===== config.mk =====
export PLATFORM = sky130hd
export DESIGN_NAME = spi_shift_engine_p
export DESIGN_NICKNAME = d
export VERILOG_FILES = /design/src/rtl/spi_shift_engine_p.sv
export SDC_FILE = /design/constraint.sdc
export NUM_CORES = 1
export LEC_CHECK = 0
export BUFFER_PORTS_ARGS = -buffer_cell sky130_fd_sc_hd__buf_2
export CAP_MARGIN = 20
export CELL_PAD_IN_SITES_DETAIL_PLACEMENT = 0
export CELL_PAD_IN_SITES_GLOBAL_PLACEMENT = 1
export CORE_MARGIN = 5
export CORE_UTILIZATION = 47
export DETAILED_ROUTE_END_ITERATION = 10
export PLACE_DENSITY_LB_ADDON = 0.1
export SLEW_MARGIN = 20
export SYNTH_ARGS = -nofsm -noshare
export SYNTH_HDL_FRONTEND = slang
export SYNTH_SLANG_ARGS = --single-unit
export TNS_END_PERCENT = 10

===== constraint.sdc =====
create_clock -name PCLK -period 6.59 [get_ports PCLK]
set_clock_uncertainty 0.05 [all_clocks]
set_input_delay 0.659 -clock PCLK [delete_from_list [all_inputs] [get_ports PCLK]]
set_output_delay 0.659 -clock PCLK [all_outputs]
set_load 0.02 [all_outputs]

===== src/rtl/spi_shift_engine_p.sv =====
// SPI shift engine: serialises one frame of up to DATA_W bits onto mosi_o while
// capturing miso_i.  SCLK edges arrive as one-PCLK strobes from an external generator.
module spi_shift_engine_p #(
    parameter int DATA_W = 8,
    parameter int CNT_W  = $clog2(DATA_W)
) (
    input  logic              PCLK,
    input  logic              PRESET_n,
    input  logic              ss_i,
    input  logic              start_i,
    input  logic [DATA_W-1:0] data_tx_i,
    input  logic [CNT_W-1:0]  len_i,
    input  logic              lsbfe_i,
    input  logic              cpha_i,
    input  logic              lead_edge_i,
    input  logic              trail_edge_i,
    input  logic              miso_i,
    output logic              mosi_o,
    output logic [DATA_W-1:0] data_rx_o,
    output logic              busy_o,
    output logic              done_o,
    output logic              abort_o
);

    typedef enum logic {ST_IDLE, ST_XFER} state_t;

    state_t              r_state;
    logic [DATA_W-1:0]   r_tx;
    logic [DATA_W-1:0]   r_rx;
    logic [CNT_W-1:0]    r_len;
    logic [CNT_W-1:0]    r_cnt;
    logic [CNT_W:0]      r_drv_cnt;
    logic                r_lsbfe;
    logic                r_cpha;

    logic                w_drive;
    logic                w_sample;
    logic                w_drv_ok;
    logic [CNT_W-1:0]    w_first_idx;
    logic [CNT_W-1:0]    w_tx_idx;
    logic [CNT_W-1:0]    w_rx_idx;
    logic [DATA_W-1:0]   w_rx_next;

    // r_drv_cnt counts bits already placed on mosi_o; one extra bit keeps it from wrapping.
    always_comb begin
        w_drive     = r_cpha ? lead_edge_i  : trail_edge_i;
        w_sample    = r_cpha ? trail_edge_i : lead_edge_i;
        w_drv_ok    = (r_drv_cnt <= {1'b0, r_len});
        w_first_idx = lsbfe_i ? '0 : len_i;
        w_tx_idx    = r_lsbfe ? r_drv_cnt[CNT_W-1:0] : r_len - r_drv_cnt[CNT_W-1:0];
        w_rx_idx    = r_lsbfe ? r_cnt : r_len - r_cnt;
        w_rx_next   = r_rx;
        w_rx_next[w_rx_idx] = miso_i;
    end

    assign busy_o = (r_state == ST_XFER);

    always_ff @(posedge PCLK or negedge PRESET_n) begin
        if (!PRESET_n) begin
            r_state   <= ST_IDLE;
            r_tx      <= '0;
            r_rx      <= '0;
            r_len     <= '0;
            r_cnt     <= '0;
            r_drv_cnt <= '0;
            r_lsbfe   <= 1'b0;
            r_cpha    <= 1'b0;
            mosi_o    <= 1'b0;
            data_rx_o <= '0;
            done_o    <= 1'b0;
            abort_o   <= 1'b0;
        end else begin
            done_o  <= 1'b0;
            abort_o <= 1'b0;
            case (r_state)
                ST_IDLE: begin
                    if (start_i && !ss_i) begin
                        r_state <= ST_XFER;
                        r_tx    <= data_tx_i;
                        r_len   <= len_i;
                        r_lsbfe <= lsbfe_i;
                        r_cpha  <= cpha_i;
                        r_cnt   <= '0;
                        r_rx    <= '0;
                        // cpha=0 puts the first bit out immediately; cpha=1 waits for a lead edge
                        if (!cpha_i) begin
                            mosi_o    <= data_tx_i[w_first_idx];
                            r_drv_cnt <= (CNT_W+1)'(1);
                        end else begin
                            r_drv_cnt <= '0;
                        end
                    end
                end
                ST_XFER: begin
                    if (ss_i) begin
                        r_state <= ST_IDLE;
                        abort_o <= 1'b1;
                    end else begin
                        if (w_drive && w_drv_ok) begin
                            mosi_o    <= r_tx[w_tx_idx];
                            r_drv_cnt <= r_drv_cnt + (CNT_W+1)'(1);
                        end
                        if (w_sample) begin
                            r_rx <= w_rx_next;
                            if (r_cnt == r_len) begin
                                data_rx_o <= w_rx_next;
                                done_o    <= 1'b1;
                                r_state   <= ST_IDLE;
                            end else begin
                                r_cnt <= r_cnt + CNT_W'(1);
                            end
                        end
                    end
                end
                default: r_state <= ST_IDLE;
            endcase
        end
    end

endmodule


# Yosys cells after proc, flatten, opt, wreduce, memory -nomap -nowiden
# Cells that the tools add are included.
# word_totals
output_inout_bits,12
reg_bits,40
word_cells,82
input_bits,20
# classes
n_bitwise,2
order_cmp,5
eq_ne,7
addsub,4
n_mux,42
n_reduce_logical,10
# ops
op,n
2-to-1 mux 8 bit,3
2-to-1 mux 3 bit,7
2-to-1 mux 1 bit,20
case mux 8 bit (2 select lines),1
less-than comparator 3 x 4 -> 1 bit (second input constant),3
2-to-1 mux 4 bit,3
AND reduction 4 bit,3
bitwise mux 8 bit,1
inequality test 2 bit (second input constant),4
case mux 4 bit (2 select lines),1
binary-select mux 1 bit (select 3 bit),2
case mux 3 bit (2 select lines),1
AND reduction 3 bit,2
subtractor 3 bit,2
adder 4 x 1 -> 4 bit (second input constant),1
<= comparator 4 x 3 -> 1 bit,1
inequality test 2 x 1 -> 1 bit (second input constant),2
case mux 1 bit (2 select lines),2
adder 3 x 1 -> 3 bit (second input constant),1
demux 1 bit (select 3 bit),1
== test 3 bit,1
>= comparator 3 x 1 -> 1 bit (second input constant),1
logical AND 1 bit,3
NOT 1 bit,2
other kinds (2),2

# Logic depth before layout (Yosys ltp)
# Gate-level depths: netlist (run 1).
# depth
ltp_word,10
ltp_mapped,10
depth_no_buf,9

# Worst setup path before layout (run 1)
# OpenSTA, ideal clock, no wires.
# synth_path
path_type,reg2reg
from,reg r_cnt[0]
to,reg data_rx_o[5]
n_path_buf,1
synth_period_minus_slack_ns,2.304
stages_incl_launch_ff,10
setup_time_ns,0.131
required_time_ns,6.409
setup_slack_ns,4.286
arrival_time_ns,2.123
cell_sequence,dfrtp_1 -> ha_1 -> inv_1 -> fa_1 -> xor2_1 -> or3_1 -> clkbuf_1 -> o2bb2a_1 -> mux2i_1 -> o21ai_0
# synth_between
elab_chain_len,7
elab_cells_between_ends,10
classes_between,1 x add/sub; 2 x order compare; 1 x eq/ne; 4 x mux; 2 x reduce/logical
# synth_rtl
element,line_no,rtl
start: declaration,31,logic [CNT_W-1:0] r_cnt;
start signal: assignment,110,r_cnt <= r_cnt + CNT_W'(1);
subtractor 3 bit,51,w_rx_idx = r_lsbfe ? r_cnt : r_len - r_cnt;
2-to-1 mux 3 bit,51,
less-than comparator 3 x 4 -> 1 bit (implied by the code) or >= comparator 3 x 1 -> 1 bit (tied branches),53,w_rx_next[w_rx_idx] = miso_i;
logical AND 1 bit (implied by the code),53,
2-to-1 mux 1 bit (implied by the code),53,
demux 1 bit (select 3 bit),53,
bitwise mux 8 bit,53,
end signal: assignment,106,data_rx_o <= w_rx_next;
end: declaration,19,"output logic [DATA_W-1:0] data_rx_o,"
# Parallel ways exist; a longest one is shown, timed or not.
# A chain may end at the register's enable or synchronous reset.

# Worst setup path after layout (run 1)
# layout_path
from,reg r_drv_cnt[0]
to,reg mosi_o
# layout_between
elab_chain_len,7
elab_cells_between_ends,11
classes_between,1 x add/sub; 1 x order compare; 1 x eq/ne; 6 x mux; 2 x reduce/logical
# layout_rtl
element,line_no,rtl
start: declaration,32,logic [CNT_W:0] r_drv_cnt;
start signal: assignment,88,r_drv_cnt <= (CNT_W+1)'(1);
start signal: assignment,101,r_drv_cnt <= r_drv_cnt + (CNT_W+1)'(1);
subtractor 3 bit,50,w_tx_idx = r_lsbfe ? r_drv_cnt[CNT_W-1:0] : r_len - r_drv_cnt[CNT_W-1:0];
2-to-1 mux 3 bit,50,
binary-select mux 1 bit (select 3 bit),100,mosi_o <= r_tx[w_tx_idx];
2-to-1 mux 1 bit (implied by the code),100,
2-to-1 mux 1 bit,99,if (w_drive && w_drv_ok) begin
2-to-1 mux 1 bit,95,if (ss_i) begin
case mux 1 bit (2 select lines),75,case (r_state)
end signal: assignment,87,mosi_o <= data_tx_i[w_first_idx];
end signal: assignment,100,
end: declaration,18,"output logic mosi_o,"
# Parallel ways exist; a longest one is shown, timed or not. The select of a mux whose other input is x is not followed.

==> metrics.txt, run 1 <==
Die X=80.1 um; P_int=between 500 and 600 uW; final net count=~300; critical path class=reg -> reg; sw frac=36.7%; Worst setup SP type=flip-flop; drt first pass iters=4; Worst Tran Pin Value=0.893 ns; clock network power share=around a quarter; clk_lat worst skew=0.29 ns; worst path bufs/invs=0; critical path peak fanout=7; fill count=460; Yosys cell types=between 50 and 60; fin crit period=between 2 and 2.5 ns; worst hold path type=in -> async; final setup fails=0; Syn Std Cell Area=roughly 0.0023 sq mm; DP Cell Count=331; area share of the leading cell type in the synthesized netlist=a little over two fifths; layout cells sized above 1=between 10% and 20%; Diodes inserted=0; worst r2r src=r_drv_cnt[0]; Setup TNS=0 ns; final hold vios=0; #FFs+latches synth=40; Required @ worst endpoint=6.72 ns; DIE AREA=0.00642 sq mm; Seq/Total Area, Yosys=43.3%; Period Utilization, post-route=~38%; delay-heaviest family, CP=adder cells; Root Buffer=clkbuf_8; number of synthesis warnings=0; worst stage delay on the critical path=0.48 ns; CP arrival=2.61 ns; area of the core=about 0.0048 sq mm; post-CTS setup buffers=0; Die Y=80.1 um; number of flops mapped to enable cells by yosys=0; htree depth=2; asr flop ratio synth=100%; # IOs=32; crit-path cells=ha_1, fa_1, nor2b_1, a21oi_1, mux4_2, and3_1, a2111o_1; fmax=404 MHz; Sequential Area=roughly 0.0010 sq mm; Syn Area/Cell=~9.5 sq um; FP Rows=25; outcome=completed; initial antenna violation count=0; Net Switching=~300 uW; GR Overflow Total=0; Slew Viols, Final=0; Residual DRC=0; dominant cells by area after synthesis=dfrtp_1, nand2_1, mux2i_1, ha_1, o21ai_1; Worst Setup End Kind=flip-flop; Num Clock Sinks=40; Top FF cell, synth=dfrtp_1; register share of total power=39.5%; Worst path slowest cell=dfrtp_1; pin count of the biggest net entering global routing=41; first-pass GRT wire length=8570 um; Post-Layout Cell Count=339; final wirelength=4950 um; Starting Density=48.6%; Leakage=0.00126 uW; max cap viols=0; routed len/inst=14.6 um; Inserted Clock Buffers=5; Port Buf Inserts=31; Clock Tree Buf Depth=2; Overall Global Routing Usage=17.3%; Slew headroom=between 40 and 50%; Cells after Synth=243; TritonCTS clock tree=built; maximum vdd drop=0.000127 V; RD Place Congestion=approximately 0.86; cell taking the most area after synthesis=dfrtp_1; Clock transition at path regs=0.08 ns; Routed Antenna Nets=0; Pwr Density=322 mW/mm^2; area delta synth->final=13.0%; hold_buf cts=0; DR vias/cell=5.31; DRT iter0 DRCs=127; Syn Nets=between 200 and 300; final HPWL from detailed placement=about 3600 um; area of the multi-input gates=around 0.0012 sq mm; via count=1,801; Worst Setup SP=r_drv_cnt[0]; part of the power in combinational logic=36.6%; vias in the first global route=roughly 1,800; # resized after CTS=0; unrepaired setup endpoints after global routing=no
## layout by cell type (no fill, tap or decap), types with 2 or more instances in the layout
master     n
and3_1     3
buf_2     31
o21ai_0    4
inv_1     13
nand3_1    5
ha_1       8
o22ai_1    6
nand2_1   47
dfrtp_1   40
a211oi_1   3
o21bai_1   4
inv_2      3
xnor2_1    2
mux4_2     2
or3_1      3
a22o_1     5
o31ai_1    4
mux2i_1   11
xor2_1     2
and2_1     2
fa_1       2
a21o_1     2
nor3_1     2
nor3b_1    3
o21ai_1   12
nand2b_1   3
clkbuf_8   5
a21boi_1   3
nor2_1     9
a21oi_1    9
## metal layers
metal	track usage [%]	routed length [um]	vias up
met3	4.48	259	8
met1	24.4	2570	842
li1	-	-	912
met4	7.09	88	0
met5	0	0	-
met2	24.9	2040	39
## worst paths after layout
path                       slack [ns]  cells past startpoint           end
max in group asynchronous        5.50                      1  data_rx_o[1]
max reg2reg                      4.11                      7        mosi_o
min                              0.43                      1        r_cpha
min in group PCLK                0.43                      2  data_rx_o[7]
max                              4.11                      7        mosi_o
min reg2reg                      0.43                      2  data_rx_o[7]
## sequential cells by signal (all words and copies together), names as in the netlist, 3 cells and up
name / flops
r_len: 3
data_rx_o: 8
r_cnt: 3
r_drv_cnt: 4
r_tx: 8
r_rx: 8
## final cells by class
type / count / share of cell area, %
flip-flops and latches: 40 / 38.3
well taps: 67 / 3.21
repair buffers: 31 / 5.94
inverters: 16 / 2.30
clock inverters: 3 / 1.63
multi-input cells: 177 / 46.0
clock buffers: 5 / 2.63
## worst register-to-register path: cells and delay by family, from the launching register on
| family | cells | cell delay, ns |
|---|---|---|
| compound gates | 2 | 0.49 |
| flops | 1 | 0.48 |
| fa+ha+maj | 2 | 0.70 |
| mux | 1 | 0.30 |
| simple gates | 2 | 0.35 |
## cell families (layout without fill, tap and decap cells)
group                    count (synthesis)  in the layout  share of synthesized area [%]
buffers and inverters                   26             55                           4.71
multiplexers                            15             15                           7.85
AO/OA/AOI/OAI                           64             64                           19.3
adder cells (fa/ha/maj)                 10             10                           6.06
XOR/XNOR                                 4              4                           1.52
flip-flops                              40             40                           43.3
AND/OR/NAND/NOR                         84             84                           17.3
## through the flow
stage | area (sq um) | hold slack (ns) | total power (uW) | util [%] | setup slack [ns]
global route | 2610 | 0.444 | 908 | 55.0 | 3.91
finish | 2610 | 0.430 | 841 | 55.0 | 4.11
detailed placement | 2500 | 0.412 | 642 | 52.6 | 4.15
global placement | 2500 | 0.408 | 641 | 52.6 | 4.18
floorplan | 2310 | 0.313 | 565 | - | 4.29
CTS | 2610 | 0.433 | 850 | 55.0 | 4.12
## power groups by stage
stage	Clock [uW]	Combinational (uW)	Sequential [uW]
2_1_floorplan	0	221	344
3_3_place_gp	0	306	335
3_5_place_dp	0	306	336
4_1_cts	210	309	332
5_1_grt	222	347	339
6_report	202	308	332
## synthesized netlist by cell type (all sizes together) (2+ instances only)
cell type / n
o21ai: 16
dfrtp: 40
nand2: 47
nor3b: 3
nor3: 3
ha: 8
nor2: 10
o22ai: 7
a21o: 2
a22o: 5
and2: 2
and3: 3
a21boi: 3
o31ai: 4
or3: 3
buf: 2
nand2b: 3
mux2: 2
xnor2: 2
inv: 16
nand3: 5
o21bai: 4
mux2i: 11
mux4: 2
a211oi: 3
fa: 2
xor2: 2
clkbuf: 8
a21oi: 10
No activity file was read; power rests on OpenSTA's default activity.
==> run 2: changes to the inputs <==
--- a/config.mk
+++ b/config.mk
@@ -5,12 +5,13 @@
 export SDC_FILE = /design/constraint.sdc
 export NUM_CORES = 1
 export LEC_CHECK = 0
+export ABC_AREA = 1
 export BUFFER_PORTS_ARGS = -buffer_cell sky130_fd_sc_hd__buf_2
 export CAP_MARGIN = 20
 export CELL_PAD_IN_SITES_DETAIL_PLACEMENT = 0
 export CELL_PAD_IN_SITES_GLOBAL_PLACEMENT = 1
 export CORE_MARGIN = 5
-export CORE_UTILIZATION = 47
+export CORE_UTILIZATION = 42
 export DETAILED_ROUTE_END_ITERATION = 10
 export PLACE_DENSITY_LB_ADDON = 0.1
 export SLEW_MARGIN = 20
==> constraint.sdc (replaced) <==
create_clock -name PCLK -period 2.3 [get_ports PCLK]
set_clock_uncertainty 0.05 [all_clocks]
set_input_delay 0.23 -clock PCLK [delete_from_list [all_inputs] [get_ports PCLK]]
set_output_delay 0.23 -clock PCLK [all_outputs]
set_load 0.02 [all_outputs]
==> run 2 against run 1 <==
Register-to-register slack worse by 3.8 ns. Power rose to 3.8 times the previous value. Wire length up 13%. Die area up 17%. Cell count up 30%. Fmax up 24%. Flip-flop and latch count unchanged. Non-clock buffer count up 6. Cell area up 8.3%. Synthesized area up 7.1%. Highest routed layer unchanged.
==> metrics.txt, run 2 <==
outcome=completed; Overall Global Routing Usage=16.6% (-0.70 points); final hold vios=0 (unchanged); Pwr Density=1130 mW/mm^2 (+250%); RD Place Congestion=0.845 (-2.1%); Diodes inserted=0 (unchanged); unrepaired setup endpoints after global routing=no; via count=2,101 (+17%); area of the core=0.00582 sq mm (+22%); TritonCTS clock tree=built; worst hold path type=in -> reg; Worst Setup End Kind=flip-flop; Clock transition at path regs=0.08 ns (about the same); Syn Nets=357 (+31%); FP Rows=28 (+12%); delay-heaviest family, CP=adder cells; Num Clock Sinks=40 (unchanged); Period Utilization, post-route=86.7% (+49 points); GR Overflow Total=0 (unchanged); count leader, synth=nand2_1; worst path bufs/invs=4 (+4); Syn Area/Cell=7.57 sq um (-20%); number of synthesis warnings=0 (unchanged); Top FF cell, synth=dfrtp_1; DIE AREA=0.00753 sq mm (+17%); crit-path cells=inv_1, ha_1, inv_1, fa_1, inv_1, o21ai_4, inv_2, nand3_1, nand2_1, nand3_1, nand2_1; area share of the leading cell type in the synthesized netlist=40.4% (-2.9 points); layout cells sized above 1=20.2% (+1.4 points); final setup fails=0 (unchanged); # resized after CTS=0 (unchanged); final net count=396 (+32%); Routed Antenna Nets=0 (unchanged); critical path class=reg -> reg; CP arrival=2.13 ns (-0.48 ns); commonest non-fill, non-tap cells in the layout=nand2_1, nand3_1, inv_1, dfrtp_1, buf_2; Yosys cell types=30 (-42%); routed len/inst=12.6 um (-14%); cell taking the most area after synthesis=dfrtp_1; Design Area, Final=0.00283 sq mm (+8.3%); Root Buffer=clkbuf_8; fin crit period=1.99 ns (-0.483 ns); initial antenna violation count=0 (unchanged); number of flops mapped to enable cells by yosys=0 (unchanged); cell repeated most along the worst path=inv_1; first-pass GRT wire length=9790 um (+14%); vias in the first global route=2,187 (+22%); htree depth=2 (unchanged); hold_buf cts=1 (+1); Die Y=86.8 um (+8.3%); Worst path slowest cell=fa_1; most common cell after layout, fill and taps aside=nand2_1; Synth top cells by count=nand2_1, nand3_1, inv_1; worst stage delay on the critical path=0.47 ns (about the same); max cap viols=0 (unchanged); asr flop ratio synth=100% (unchanged); Core Util, Final=48.7% (-6.3 points); clk_lat worst skew=0.29 ns (about the same); # IOs=32 (unchanged); Worst Tran Pin Value=0.457 ns (-0.436 ns); Required @ worst endpoint=2.43 ns (-4.29 ns); dominant cells by area after synthesis=dfrtp_1, nand2_1, nand3_1, inv_1, ha_1; largest registers=data_rx_o: 8 flops, r_rx: 8 flops, r_tx: 8 flops; Starting Density=42.6% (-6.1 points); Leakage=0.00157 uW (+25%); DRT iter0 DRCs=63 (-50%); Clock Tree Buf Depth=2 (unchanged); drt first pass iters=4 (unchanged); Inserted Clock Buffers=5 (unchanged); Residual DRC=0 (unchanged); Slew Viols, Final=0 (unchanged); post-place setup slack=0.301 ns (-3.84 ns); maximum vdd drop=0.000465 V (+270%); post-CTS setup buffers=0 (unchanged); area delta synth->final=14.3%; final wirelength=5570 um (+13%); worst setup margin=0.305 ns (-3.81 ns); Worst setup SP type=flip-flop; fill count=609 (+32%); Setup TNS=0 ns (unchanged); DR vias/cell=4.75 (-11%); critical path peak fanout=9 (+2); Cells after Synth=327 (+35%); Slew headroom=69.5% (+29 points); placed cell area=0.00273 sq mm (+8.9%); Syn Std Cell Area=0.00248 sq mm (+7.1%); fmax=501 MHz (+24%); Seq/Total Area, Yosys=40.4% (-2.9 points); #FFs+latches synth=40 (unchanged); pin count of the biggest net entering global routing=22 (-46%); Port Buf Inserts=31 (unchanged); Die X=86.8 um (+8.3%); final HPWL from detailed placement=4400 um (+23%)
## run 2: where the power goes
part | total, uW | switching (uW) | internal, uW | leakage [uW]
registers | 1070 | 166 | 908 | 0.000526
clock network | 498 | 254 | 244 | 0.0000445
logic | 1630 | 1050 | 575 | 0.00100
total | 3200 | 1470 | 1730 | 0.00157
## run 2: logic make-up (layout without fill, tap and decap cells)
logic type,after synthesis,in the layout,synth area share [%]
and+or+nand+nor,190,190,36.1
buffers and inverters,57,97,9.75
DFF,40,40,40.4
AOI/OAI and AO/OA,28,28,7.38
adders and majority gates,10,10,5.66
xor gates and xnor gates,2,2,0.708
## run 2: layout make-up
cell class / count / area, sq um / area share [%]
Clock inverter: 1 / 7.51 / 0.265
Inverter: 52 / 205 / 7.25
Multi-Input combinational cell: 230 / 1230 / 43.6
Clock buffer: 7 / 86.3 / 3.05
Timing Repair Buffer: 37 / 203 / 7.16
Tap cell: 75 / 93.8 / 3.32
Sequential cell: 40 / 1000 / 35.4
## run 2: per-layer routing
layer / share of wire (%) / GRT usage, % / vias up / wire length [um]
li1: - / - / 1113 / -
met1: 45 / 19.6 / 939 / 2530
met2: 49 / 29.4 / 38 / 2720
met3: 3.9 / 3.23 / 11 / 219
met4: 2.0 / 6.23 / 0 / 110
met5: 0 / 0 / - / 0
## run 2: stage by stage
stage	std cells	total power (uW)	hold slack [ns]
after detailed placement	433	2740	0.181
after CTS	442	3240	0.0932
after global placement	433	2710	0.187
final	442	3200	0.105
after floorplan	327	2340	-0.116
after global routing	442	3520	0.108
## run 2: path summary, 6_finish.rpt
check                        startpoint           end  slack (ns)  depth (start not counted)
min reg2reg                data_rx_o[4]  data_rx_o[4]        0.43                          2
max reg2reg                    r_len[0]  data_rx_o[0]        0.31                         11
max                            r_len[0]  data_rx_o[0]        0.31                         11
min                              cpha_i        r_cpha        0.10                          3
min in group asynchronous      PRESET_n  data_rx_o[2]        0.39                          3
max in group asynchronous      PRESET_n       r_rx[0]        1.59                          3
## run 2: worst min-delay path, delay by kind of cell
family                 cells  cell delay, ns
AND/OR/NAND/NOR            2            0.10
buffers and inverters      1            0.09
==> run 3: changes to the inputs <==
--- a/config.mk
+++ b/config.mk
@@ -11,7 +11,7 @@
 export CELL_PAD_IN_SITES_DETAIL_PLACEMENT = 0
 export CELL_PAD_IN_SITES_GLOBAL_PLACEMENT = 1
 export CORE_MARGIN = 5
-export CORE_UTILIZATION = 42
+export CORE_UTILIZATION = 38
 export DETAILED_ROUTE_END_ITERATION = 10
 export PLACE_DENSITY_LB_ADDON = 0.1
 export SLEW_MARGIN = 20
==> constraint.sdc (replaced) <==
create_clock -name PCLK -period 1.6 [get_ports PCLK]
set_clock_uncertainty 0.05 [all_clocks]
set_input_delay 0.16 -clock PCLK [delete_from_list [all_inputs] [get_ports PCLK]]
set_output_delay 0.16 -clock PCLK [all_outputs]
set_load 0.02 [all_outputs]
==> run 3 against run 2 <==
Largest cell class unchanged. Combinational power rose by 91%. Fmax rose by 3.2%. Cell area rose by 13%. Critical endpoint is now r_rx[4]. First-iteration DRC count rose by 24%. Clock power rose by 78%. Flip-flop and latch count did not move. Cell count rose by 5.4%. Global-route usage fell by 0.97 points. Wire length rose by 9.6%. Sequential share of layout area fell by 4.1 points. The run now ends with negative setup slack left.
==> metrics.txt, run 3 (synthesized netlist as in run 2, its figures left out) <==
worst hold path type=in -> reg; drt first pass iters=4 (unchanged); Slew Viols, Final=0 (unchanged); commonest non-fill, non-tap cells in the layout=nand2_1, dfrtp_1, inv_1, nand3_1, buf_2; layout cells sized above 1=32.4% (+12 points); first-pass GRT wire length=10,700 um (+9.4%); post-place setup slack=-0.417 ns (-0.718 ns); outcome=finished, violations left; area of the core=0.00635 sq mm (+9.2%); fill count=631 (+3.6%); Num Clock Sinks=40 (unchanged); register share of total power=27.5% (-6.1 points); Design Area, Final=0.00320 sq mm (+13%); GR Overflow Total=0 (unchanged); Net Switching=2460 uW (+67%); Worst Setup SP=r_len[0]; DR vias/cell=4.79 (+0.72%); pin count of the biggest net entering global routing=41 (+86%); Pwr Density=1730 mW/mm^2 (+53%); final wirelength=6110 um (+9.6%); Core Util, Final=50.3% (+1.7 points); reg2reg setup slack=-0.33 ns (-0.64 ns); Diodes inserted=0 (unchanged); critical path peak fanout=8 (-1); Leakage=0.00172 uW (+9.3%); Required @ worst endpoint=1.73 ns (-0.70 ns); Overall Global Routing Usage=15.6% (-0.97 points); final setup fails=21 (+21); initial antenna violation count=0 (unchanged); vias in the first global route=2,255 (+3.1%); CP arrival=2.07 ns (-0.06 ns); largest registers=data_rx_o: 8 flops, r_rx: 8 flops, r_tx: 8 flops; Starting Density=39.0% (-3.6 points); Residual DRC=0 (unchanged); failing checks=negative setup slack; final hold vios=0 (unchanged); Clock transition at path regs=0.08 ns (about the same); Setup TNS=-5.34 ns (-5.34 ns); fin crit period=1.93 ns (-0.0615 ns); clk_lat worst skew=0.28 ns (about the same); worst setup margin=-0.333 ns (-0.638 ns); htree depth=2 (unchanged); final HPWL from detailed placement=4550 um (+3.2%); area delta synth->final=29.1%; TritonCTS clock tree=built; part of the power in combinational logic=56.4% (+5.5 points); placed cell area=0.00290 sq mm (+6.3%); Period Utilization, post-route=121% (+34 points); Die X=90.7 um (+4.5%); routed len/inst=13.1 um (+4.0%); Port Buf Inserts=31 (unchanged); unrepaired setup endpoints after global routing=yes; most common cell after layout, fill and taps aside=nand2_1; max cap viols=0 (unchanged); FP Rows=29 (+3.6%); # IOs=32 (unchanged); post-CTS setup buffers=0 (unchanged); fmax=517 MHz (+3.2%); Inserted Clock Buffers=5 (unchanged); Die Y=90.7 um (+4.5%); DIE AREA=0.00823 sq mm (+9.3%); Worst setup SP type=flip-flop; critical path class=reg -> reg; final net count=418 (+5.6%); Slew headroom=68.3% (-1.2 points); worst r2r src=r_len[0]; maximum vdd drop=0.000612 V (+31%); Pwr Total=5520 uW (+73%); Clock Tree Buf Depth=2 (unchanged); Routed Antenna Nets=0 (unchanged); clock network power share=16.1% (+0.5 points); via count=2,231 (+6.2%); sw frac=44.5% (-1.5 points); worst min-delay path startpoint=data_tx_i[4]; Worst Tran Pin Value=0.475 ns (+0.0182 ns); DRT iter0 DRCs=78 (+24%); Worst Setup End Kind=flip-flop; RD Place Congestion=0.776 (-8.2%); P_int=3060 uW (+77%); Root Buffer=clkbuf_8
==> run 3: path summary, 6_finish.rpt <==
path / endpoint / cells after the start
max: r_rx[4] / 11
min: r_tx[4] / 3
max reg2reg: r_rx[4] / 11
min reg2reg: data_rx_o[6] / 2
max in group asynchronous: r_rx[6] / 3
min in group asynchronous: r_cnt[2] / 3
==> run 3: metrics by stage <==
step / cells / hold WS [ns]
floorplan: 327 / -0.186
global placement: 456 / 0.106
detailed placement: 456 / 0.105
CTS: 466 / 0.0337
global route: 466 / 0.0492
finish: 466 / 0.0413
==> run 3: metal layers <==
| metal | wire, um | GRT usage (%) | share of wire (%) |
|---|---|---|---|
| met1 | 2840 | 21.0 | 47 |
| met2 | 2990 | 26.3 | 49 |
| met3 | 244 | 2.83 | 4.0 |
| met4 | 36 | 2.73 | 0.59 |
| met5 | 0 | 0 | 0 |
==> run 3: critical path, cell delays in order (launching register included) <==
cell,delay (ns)
dfrtp_1,0.40
inv_2,0.12
ha_4,0.14
inv_2,0.03
fa_1,0.48
inv_2,0.06
o21ai_4,0.21
inv_4,0.09
nand3_2,0.08
nand2_2,0.06
nand3_2,0.05
nand2_1,0.05
==> run 3: timing repair <==
action | CTS | global route
endpoints found under the hold margin | 40 | 0
pin swaps | 8 | 16
endpoints found under the setup margin | 22 | 24
hold buffers | 1 | 0
gates cloned | 1 | 0
resized for setup | 18 | 20
==> run 3: cell type report <==
class,count,area (sq um),area share (%)
multi-input combinational,231,1390,43.4
clock buffer,6,82.6,2.58
tap,77,96.3,3.01
clock inverter,2,38.8,1.21
inverter,52,210,6.58
timing repair buffer,58,380,11.9
sequential,40,1000,31.3
==> run 3: power by group through the flow <==
stage               registers [uW]  clock network [uW]  logic (uW)
finish                        1520                 887        3110
global route                  1560                 963        3520
CTS                           1510                 923        2930
detailed placement            1510                   0        2700
global placement              1510                   0        2680
floorplan                     1620                   0        1750
